<file path="config.mk">
export PLATFORM = sky130hd
export DESIGN_NAME = memory_arbiter
export DESIGN_NICKNAME = d
export VERILOG_FILES = /design/src/rtl/cpu_types_pkg.sv /design/src/rtl/rr_picker.sv /design/src/rtl/memory_arbiter.sv
export SDC_FILE = /design/constraint.sdc
export NUM_CORES = 1
export LEC_CHECK = 0
export CORE_AREA = 4 4 165 167
export CTS_CLUSTER_DIAMETER = 200
export CTS_CLUSTER_SIZE = 30
export DETAILED_ROUTE_END_ITERATION = 6
export DIE_AREA = 0 0 169 171
export DONT_BUFFER_PORTS = 1
export PLACE_DENSITY_LB_ADDON = 0.1
export SLEW_MARGIN = 20
export SYNTH_ARGS = -nofsm -noshare
export SYNTH_HDL_FRONTEND = slang
export SYNTH_SLANG_ARGS = --single-unit
</file>
<file path="constraint.sdc">
create_clock -name CLK -period 1.7 [get_ports CLK]
set_clock_uncertainty 0.15 [all_clocks]
set_input_delay 0.17 -clock CLK [delete_from_list [all_inputs] [get_ports CLK]]
set_output_delay 0.17 -clock CLK [all_outputs]
set_load 0.05 [all_outputs]
</file>
<file path="src/rtl/cpu_types_pkg.sv">
// Shared CPU-side types: RAM handshake states, arbiter FSM states and grant source tags.
package cpu_types_pkg;

  localparam int WORD_BITS = 32;

  typedef logic [WORD_BITS-1:0] word_t;

  typedef enum logic [1:0] {
    FREE   = 2'd0,
    BUSY   = 2'd1,
    ACCESS = 2'd2,
    ERROR  = 2'd3
  } ramstate_t;

  typedef enum logic {
    IDLE  = 1'b0,
    GRANT = 1'b1
  } arb_state_t;

  typedef enum logic {
    SRC_I = 1'b0,
    SRC_D = 1'b1
  } arb_src_t;

  // Index width that stays legal (>=1 bit) even for a single requester.
  function automatic int idx_width(input int n);
    return (n > 1) ? $clog2(n) : 1;
  endfunction

endpackage

</file>
<file path="src/rtl/rr_picker.sv">
// Round-robin picker: first set request at or after ptr, wrapping from N-1 back to 0.
module rr_picker
  import cpu_types_pkg::*;
#(
  parameter int N     = 2,
  parameter int IDX_W = idx_width(N)
) (
  input  logic [N-1:0]     req,
  input  logic [IDX_W-1:0] ptr,
  output logic             vld,
  output logic [IDX_W-1:0] idx
);

  logic [IDX_W:0] cand;

  // Walk offsets from farthest to nearest so the nearest hit is written last.
  always_comb begin
    vld  = 1'b0;
    idx  = '0;
    cand = '0;
    for (int i = N - 1; i >= 0; i--) begin
      cand = {1'b0, ptr} + (IDX_W+1)'(i);
      if (cand >= (IDX_W+1)'(N)) cand = cand - (IDX_W+1)'(N);
      if (req[cand[IDX_W-1:0]]) begin
        vld = 1'b1;
        idx = cand[IDX_W-1:0];
      end
    end
  end

endmodule

</file>
<file path="src/rtl/memory_arbiter.sv">
// Multi-core RAM arbiter: data requests beat instruction requests, round-robin within a class,
// one-cycle arbitration in IDLE, grant held in GRANT until ACCESS or until the request drops.
module memory_arbiter
  import cpu_types_pkg::*;
#(
  parameter int CPUS   = 2,
  parameter int WORD_W = 32
) (
  input  logic                         CLK,
  input  logic                         nRST,
  input  logic [CPUS-1:0]              iREN,
  input  logic [CPUS-1:0]              dREN,
  input  logic [CPUS-1:0]              dWEN,
  input  logic [CPUS-1:0][WORD_W-1:0]  iaddr,
  input  logic [CPUS-1:0][WORD_W-1:0]  daddr,
  input  logic [CPUS-1:0][WORD_W-1:0]  dstore,
  output logic [CPUS-1:0]              iwait,
  output logic [CPUS-1:0]              dwait,
  output logic [CPUS-1:0][WORD_W-1:0]  iload,
  output logic [CPUS-1:0][WORD_W-1:0]  dload,
  output logic                         ramREN,
  output logic                         ramWEN,
  output logic [WORD_W-1:0]            ramaddr,
  output logic [WORD_W-1:0]            ramstore,
  input  logic [WORD_W-1:0]            ramload,
  input  ramstate_t                    ramstate
);

  localparam int IDX_W = idx_width(CPUS);

  arb_state_t       state;
  arb_src_t         gnt_src;
  logic [IDX_W-1:0] gnt_core;
  logic [IDX_W-1:0] rr_ptr;
  logic [IDX_W-1:0] rr_next;

  logic [CPUS-1:0]  d_req;
  logic             d_vld;
  logic             i_vld;
  logic [IDX_W-1:0] d_idx;
  logic [IDX_W-1:0] i_idx;

  logic             gnt_act;
  logic             gnt_rd;
  logic             gnt_wr;
  logic             complete;

  assign d_req = dREN | dWEN;

  rr_picker #(.N(CPUS), .IDX_W(IDX_W)) u_pick_d (
    .req (d_req),
    .ptr (rr_ptr),
    .vld (d_vld),
    .idx (d_idx)
  );

  rr_picker #(.N(CPUS), .IDX_W(IDX_W)) u_pick_i (
    .req (iREN),
    .ptr (rr_ptr),
    .vld (i_vld),
    .idx (i_idx)
  );

  // A data source asserting both enables is serviced as a read.
  always_comb begin
    gnt_act = 1'b0;
    gnt_rd  = 1'b0;
    gnt_wr  = 1'b0;
    if (gnt_src == SRC_D) begin
      gnt_rd  = dREN[gnt_core];
      gnt_wr  = dWEN[gnt_core] & ~dREN[gnt_core];
      gnt_act = dREN[gnt_core] | dWEN[gnt_core];
    end else begin
      gnt_rd  = iREN[gnt_core];
      gnt_act = iREN[gnt_core];
    end
  end

  assign complete = (state == GRANT) && gnt_act && (ramstate == ACCESS);
  assign rr_next  = (gnt_core == IDX_W'(CPUS - 1)) ? '0 : gnt_core + IDX_W'(1);

  always_ff @(posedge CLK or negedge nRST) begin
    if (!nRST) begin
      state    <= IDLE;
      gnt_src  <= SRC_I;
      gnt_core <= '0;
      rr_ptr   <= '0;
    end else begin
      case (state)
        IDLE: begin
          if (d_vld) begin
            gnt_src  <= SRC_D;
            gnt_core <= d_idx;
            state    <= GRANT;
          end else if (i_vld) begin
            gnt_src  <= SRC_I;
            gnt_core <= i_idx;
            state    <= GRANT;
          end
        end
        GRANT: begin
          // A dropped request aborts without moving the round-robin pointer.
          if (!gnt_act) begin
            state <= IDLE;
          end else if (ramstate == ACCESS) begin
            state  <= IDLE;
            rr_ptr <= rr_next;
          end
        end
        default: state <= IDLE;
      endcase
    end
  end

  always_comb begin
    iwait    = iREN;
    dwait    = d_req;
    iload    = '0;
    dload    = '0;
    ramREN   = 1'b0;
    ramWEN   = 1'b0;
    ramaddr  = '0;
    ramstore = '0;
    if (state == GRANT && gnt_act) begin
      ramREN  = gnt_rd;
      ramWEN  = gnt_wr;
      ramaddr = (gnt_src == SRC_D) ? daddr[gnt_core] : iaddr[gnt_core];
      if (gnt_wr) ramstore = dstore[gnt_core];
      if (complete) begin
        if (gnt_src == SRC_D) begin
          dwait[gnt_core] = 1'b0;
          dload[gnt_core] = ramload;
        end else begin
          iwait[gnt_core] = 1'b0;
          iload[gnt_core] = ramload;
        end
      end
    end
  end

endmodule
</file>
==> run summary, run 1 <==
Across the run, the number of max-cap violations was 0. IR analysis of the VDD net gives a maximum drop of 0.000633 V. The analysis attributes to cell leakage a power of 2.09 nW. The tools report the share of power burned in combinational logic as 93.1%.

432 I/O pins were placed. The checks that failed: negative setup slack. TritonCTS built the clock tree. Dividing the final minimum period by the clock period gives 135%.

Dividing the detail-routed via count by the number of cells gives 4.16. Once the floorplan was initialized, standard cells occupied 10.6% of the core. Clock-pin slew was measured on the worst setup and hold paths at 0.04 ns. The critical path buffer and inverter count works out to 3. The logs give 16,800 um for the detailed-route wire length and 0.0289 mm2 for the die footprint. The number of nets produced by synthesis is 573.

After detailed placement, the design holds a cell count of 711. The run gives 0 as the hold violation count in the final report. Largest buffer count on any clock path: 2. The critical path is of the reg -> out type.

For the distinct cell type count of the synthesized netlist, the log shows 33. The cell sitting at the root of the clock tree is a clkbuf_16. The run finished, with violations left. The core region is 0.0258 mm2. The min-delay analysis places its worst path in the category in -> reg. The first detailed-routing pass took 4 iterations.

Summed over all layers, the global routing overflow is 0. Violation count after the first detailed-routing iteration: 66. Across every metal layer, demand over resource in global routing totals 10.1%.

The cell family contributing the most delay on the critical path is flip-flops. Of the total power, the clock network draws 4.2%. The number of flops mapped to enable cells by yosys works out to 0. Once detailed placement completed, the half-perimeter wirelength came to 13,500 um. Summed over all nets, the switching power comes to 5.11 mW.

The quantity of I/O buffers inserted on ports works out to 0. The worst setup path is captured at an output port. After layout, the minimum clock period comes to 2.30 ns.

Across all register-to-register paths, the minimum setup slack is -0.24 ns. The final cell count without fillers came out at 745. Capture point of the critical path: ramaddr[0].

The delay of the slowest cell on the worst path came out at 0.52 ns. The die width is 169 um, and the number of nets still failing antenna checks after routing is 0. Based on the critical path, the design can be clocked at up to 435 MHz. The run gives 3,245 as the number of global-route vias before repair. The tools report the total design power as 9.04 mW. The worst register-to-register path ends at state. Synthesized netlist cell count: 339. The final layout contains 642 nets.

The signal on the critical path passes through mux2_4 > buf_4 > a21o_4 > buf_12 > and3_4 > buf_12. In the final layout, the share of cells above drive strength 1 is 85.7%. For the cell-internal power, the log shows 3.93 mW. The worst setup margin is -0.598 ns, and the data arrival time at the worst-slack endpoint is 1.98 ns. The predominant post-synthesis flop cell was dfrtp_1. Peak fanout along the critical path: 8. The clock latency of the later-clocked register in the worst-skew pair was 0.23 ns; the register bit count reported by yosys was 4. The initialized floorplan defines 59 standard-cell rows. The share of synthesized flip-flops with an asynchronous set or reset is 100%. The proportion of total power due to net switching is 56.6%. Routability-driven placement finished with a final weighted congestion of 0.768. The mapped netlist covers 0.00274 mm2. The final setup violation count is 200. The worst setup path is launched from a register. The number of antenna violations at the first check in global routing came out at 4. Entering global routing, the biggest net connects 35 pins. The number of levels in the clock H-tree is 1, and the total number of cells along the worst setup path is 6.

The critical path's most frequent cell was buf_12. Per report_power, the sequential group accounts for 2.7% of the total. In this run the tightest slew margin relative to its limit is 70.2%. The max-slew violation count is 0, and the number of cell instances on the worst register-to-register path is 6. For the pin with the worst max-slew slack, the measured transition is 0.447 ns.

The per-cell routed wire length was 22.5 um. The worst reg2reg path startpoint was gnt_core. The cell depth of the worst min-delay path was 2; the synthesized area per cell was 8.09 um2.

The vertical extent of the die came out at 171 um. Critical-path cell with the highest stage delay: dfrtp_4. DRC violation count after routing: 0. The logs give 4 for the clock sink count and 3,099 for the total via count in the routed design. The launching instance or port of the critical path was gnt_core. Setup repair after global routing could not meet its margin everywhere. Synthesis-to-finish area growth: 98.4%.

For the worst setup path, the data required time is 1.38 ns. The tools report the clock buffer count from CTS as 3. The first global-routing pass estimated 21,900 um of wire. Yosys printed 0 warnings. Of the synthesized area, sequential elements account for 3.65%.

Power density relative to cell area: 1660 mW/mm2.
==> per-layer routing <==
metal,global-route usage [%],part of all wire (%),up-vias
li1,-,-,1324
met1,10.7,34,1475
met2,17.8,51,278
met3,4.81,12,18
met4,3.19,2.4,4
met5,0,0.16,-
==> how the worst min path moves through the flow <==
stage / startpoint / to / slack [ns]
floorplan: nRST / gnt_core / -0.28
global placement: nRST / rr_ptr / -0.27
detailed placement: nRST / gnt_src / -0.27
CTS: dWEN[1] / gnt_src / 0.07
global route: dWEN[1] / gnt_src / 0.09
finish: dWEN[1] / gnt_src / 0.07
==> cell families (layout without fill, tap and decap cells) <==
logic type | after synthesis | after routing | share of synthesized area [%]
mux | 67 | 67 | 39.7
flops | 4 | 4 | 3.65
buf+inv | 39 | 107 | 6.98
compound gates | 11 | 11 | 3.10
simple gates | 218 | 218 | 46.5
other cells | 0 | 3 | 0
==> cells in the mapped netlist, types with 2 or more instances <==
cell | count | area share (%)
a21oi_1 | 3 | 0.55
mux4_2 | 33 | 27
nor2_1 | 42 | 5.7
nor3_1 | 3 | 0.55
and2_1 | 129 | 29
clkbuf_1 | 20 | 2.7
buf_6 | 4 | 1.6
inv_1 | 5 | 0.68
buf_2 | 9 | 1.6
dfrtp_1 | 4 | 3.6
nand2_1 | 2 | 0.27
o21a_1 | 2 | 0.55
and3_1 | 32 | 7.3
mux2i_1 | 32 | 12
==> placed cells by master, fill, tap and decap left out, types with 2 or more instances in the layout <==
master     netlist  routed
nand3_2          1       2
buf_4            1      27
buf_12           0      49
nand2_4          0       2
buf_16           0       5
dfrtp_2          0       2
inv_1            5       3
a21oi_1          3       3
diode_2          0       3
mux4_2          33      33
nor2_1          42       6
nor3_2           0       2
clkbuf_16        0       6
nor2_2           0       2
o21a_1           2       2
nor4_4           1       2
buf_6            4      12
mux2i_1         32      32
nor2_4           0      34
and3_4           0      32
and2_4           0     128
==> registers in the layout, summed over array words and instances, names as in the netlist <==
signal / flops
gnt_core: 1
gnt_src: 1
rr_ptr: 1
state: 1
==> what timing repair did <==
action / in CTS / in global routing
resized for setup: 22 / 13
endpoints found under the setup margin: 199 / 200
hold buffers: 1 / 0
hold endpoints to repair: 4 / 0
pin swaps: 46 / 33
cloned: 6 / 4
buffers inserted: 10 / 8
==> metrics by stage <==
| step | setup TNS, ns | worst slack [ns] | hold WS [ns] | cell area (um2) | utilization [%] |
|---|---|---|---|---|---|
| CTS | -94.51 | -0.585 | 0.0726 | 5270 | 20.5 |
| finish | -85.53 | -0.598 | 0.0694 | 5440 | 21.1 |
| global route | -98.48 | -0.641 | 0.0877 | 5440 | 21.1 |
| detailed placement | -46.41 | -0.358 | -0.275 | 4890 | 19.0 |
| floorplan | -27.93 | -0.255 | -0.276 | 3560 | - |
| global placement | -43.25 | -0.351 | -0.275 | 4890 | 19.0 |
==> power by group through the flow <==
stage / Sequential [mW] / Combinational [mW] / Clock (mW)
after floorplan: 0.191 / 6.14 / 0
after global placement: 0.253 / 7.85 / 0
after detailed placement: 0.247 / 7.87 / 0
after CTS: 0.237 / 8.37 / 0.389
after global routing: 0.247 / 8.81 / 0.400
final: 0.240 / 8.42 / 0.384
==> worst reg2reg max path, stage by stage (launching register included) <==
cell	delay [ns]
dfrtp_4	0.47
mux4_2	0.55
buf_6	0.14
buf_6	0.11
nand2_4	0.06
a21oi_1	0.06
or2_2	0.27
==> area by class of cell <==
| cell class | count | area, um2 |
|---|---|---|
| Timing Repair Buffer | 98 | 1560 |
| Antenna cell | 3 | 7.51 |
| Tap cell | 335 | 419 |
| Multi-Input combinational cell | 296 | 3250 |
| Inverter | 5 | 22.5 |
| Fill cell | 2748 | 20300 |
| Clock buffer | 4 | 78.8 |
| Sequential cell | 4 | 106 |
Note: power is estimated with default switching activity, not from simulation.
==> inputs of run 2 (changes only) <==
--- a/config.mk
+++ b/config.mk
@@ -5,11 +5,11 @@
 export SDC_FILE = /design/constraint.sdc
 export NUM_CORES = 1
 export LEC_CHECK = 0
-export CORE_AREA = 4 4 165 167
+export CORE_AREA = 4 4 164 166
 export CTS_CLUSTER_DIAMETER = 200
 export CTS_CLUSTER_SIZE = 30
 export DETAILED_ROUTE_END_ITERATION = 6
-export DIE_AREA = 0 0 169 171
+export DIE_AREA = 0 0 168 170
 export DONT_BUFFER_PORTS = 1
 export PLACE_DENSITY_LB_ADDON = 0.1
 export SLEW_MARGIN = 20
==> run summary, run 2 (synthesis gave the netlist of run 1 again) <==
For the detailed-route wire length, the log shows 17,100 um. Max-slew violation count: 0. The kind of start point of the critical path is a register. The worst path needs 2.26 ns of the cycle, external delays included.

The net switching power figure was 5.25 mW. Leaving out fill and tap cells, the most frequent cells in the layout are and2_4 (128), buf_12 (58), nor2_4 (35). Entering global routing, the biggest net connects 33 pins.

Setup violations remaining at the end of the flow were counted as 199. Row generation in the floorplan step produced 59 rows. The run gives 2,719 as the number of fill cells. The share of power burned in combinational logic is 93.8%. The initial core utilization was 10.7%. The tools report the library cell used as clock root buffer as clkbuf_16. The quantity of I/O buffers inserted on ports works out to 0. In this run, CTS created clock tree buffers numbering 3. The most common library cell in the layout ignoring fill and taps is and2_4. Before antenna repair, the detailed router went through 4 iterations. The total overflow left after global routing is 0. Of the cells placed in the final design, the portion with a size suffix greater than 1 is 88.1%.

The CTS clock-pin slew for the worst setup and hold paths is 0.03 ns, and the storage element area is 105 um2. The die is 170 um tall. Once placement finished, the instance area stood at 0.00504 mm2. The tightest hold path in the finished design has a slack of 0.0282 ns. Net switching is 54.1% of the power. The total design power came out at 9.70 mW. Beginning of the worst hold path: dWEN[1]. The upper clock frequency limit was 442 MHz; the synthesis-to-finish area growth was 111%. The run gives 0 as the number of antenna violations at the first check in global routing.

The tools report the number of levels in the clock H-tree as 1. The wire length of the first global-routing pass is 22,500 um, and the clock sink count is 4. In this run the worst setup path begins at gnt_core. In this run the tightest slew margin relative to its limit is 73.1%. After detailed routing, the number of remaining DRC violations is 0. Peak fanout along the critical path: 14. The die width is 168 um. The min-delay analysis places its worst path in the category in -> reg. For the worst setup path, the data required time is 1.38 ns. 432 I/O pins were placed. Max-cap violations in this run came to 0. Clock latency on the worst-skew pair, taken at its later pin, is 0.23 ns. Detailed routing inserted a total of 3,149 vias. The startpoint identified for the worst register-to-register timing path is gnt_core.

For this run, the post-layout net count is 657. After detailed routing, the average wire length per cell comes to 22.6 um. At the end of routability-driven placement, the weighted congestion stood at 0.781.

Dividing the detail-routed via count by the number of cells gives 4.17. The die footprint was 0.0286 mm2; the number of nets still failing antenna checks after routing was 0. The power density relative to cell area was 1680 mW/mm2; the number of global-route vias before repair was 3,225. The clock network accounts for 3.9% of the total power. The sequential group share of total power is 2.3%. In this run the standard cell core region covers 0.0256 mm2. The run gives -0.560 ns as the worst setup margin. The count of inserted antenna diode cells was 0.

The flow ran to the end, but the final reports show violations. The worst register-to-register path has a depth of 7. The cell depth of the worst min-delay path works out to 2. In the finished design, the share of the clock period the worst path needs comes to 133%. The internal portion of the total power is 4.45 mW. For the global-route usage over all layers, the log shows 10.5%.

The worst setup path is of the reg -> out kind. Largest buffer count on any clock path: 2. Detailed placement finished with a half-perimeter wire length of 14,100 um. With fillers left out, the area of the finished cells amounts to 0.00579 mm2. The tools report the category of the worst setup path capture point as an output port. The leakage power is 2.23 nW. The checks that failed: negative setup slack. Setup repair after global routing could not meet its margin everywhere.

For the hold violation count in the final report, the log shows 0. Across the VDD grid, the largest voltage drop is 0.000766 V. TritonCTS built the clock tree. For the pin with the worst max-slew slack, the measured transition is 0.392 ns.

Data on the critical path arrives at its endpoint at 1.94 ns. The logs give 0.00332 mm2 for the multi-input logic area and 128 for the violation count after the first detailed-routing iteration.
## run 2: power groups by stage
stage / Combinational (mW) / Clock, mW / Sequential (mW)
2_1_floorplan: 6.14 / 0 / 0.191
3_3_place_gp: 8.15 / 0 / 0.224
3_5_place_dp: 8.15 / 0 / 0.219
4_1_cts: 8.95 / 0.382 / 0.213
5_1_grt: 9.51 / 0.386 / 0.228
6_report: 9.10 / 0.377 / 0.221
## run 2: worst max-delay path: stages (launching register included)
cell and delay [ns]:
dfrtp_4 0.50, buf_6 0.13, mux4_2 0.43, a21o_4 0.25
buf_12 0.16, and3_4 0.23
## run 2: layout make-up
cell class                      instances  area share, %
Clock buffer                            3           1.30
Sequential cell                         4           1.82
Inverter                                5          0.389
Timing Repair Buffer                  113           31.9
Tap cell                              335           7.24
Multi-Input combinational cell        296           57.4
## run 2: metrics by stage
step	cells	TNS [ns]	setup slack, ns	util, %
2_1_floorplan	339	-27.93	-0.255	-
3_3_place_gp	724	-52.73	-0.384	19.7
3_5_place_dp	724	-52.21	-0.384	19.7
4_1_cts	747	-92.18	-0.552	21.7
5_1_grt	756	-101.56	-0.594	22.6
6_report	756	-91.90	-0.560	22.6
## run 2: timing repair
item,CTS,global route
setup endpoints to repair,200,200
hold endpoints to repair,4,0
buffers inserted,12,7
pin swaps,93,14
cloned,7,5
resized for setup,40,22
hold buffers,1,0
## run 2: layer usage
metal  up-vias  track usage (%)  part of all wire, %
met1      1522             11.3                   33
met4         0             2.05                 0.61
met5         -                0                    0
met2       265             20.1                   56
li1       1358                -                    -
met3         4             3.62                   11
## run 2: worst paths after layout
kind | end | slack (ns)
setup / recovery | ramaddr[4] | -0.56
hold / removal | gnt_src | 0.03
setup reg to reg | state | -0.31
hold reg to reg | rr_ptr | 0.39
max in group asynchronous | gnt_core | 1.06
min in group asynchronous | gnt_core | 0.10
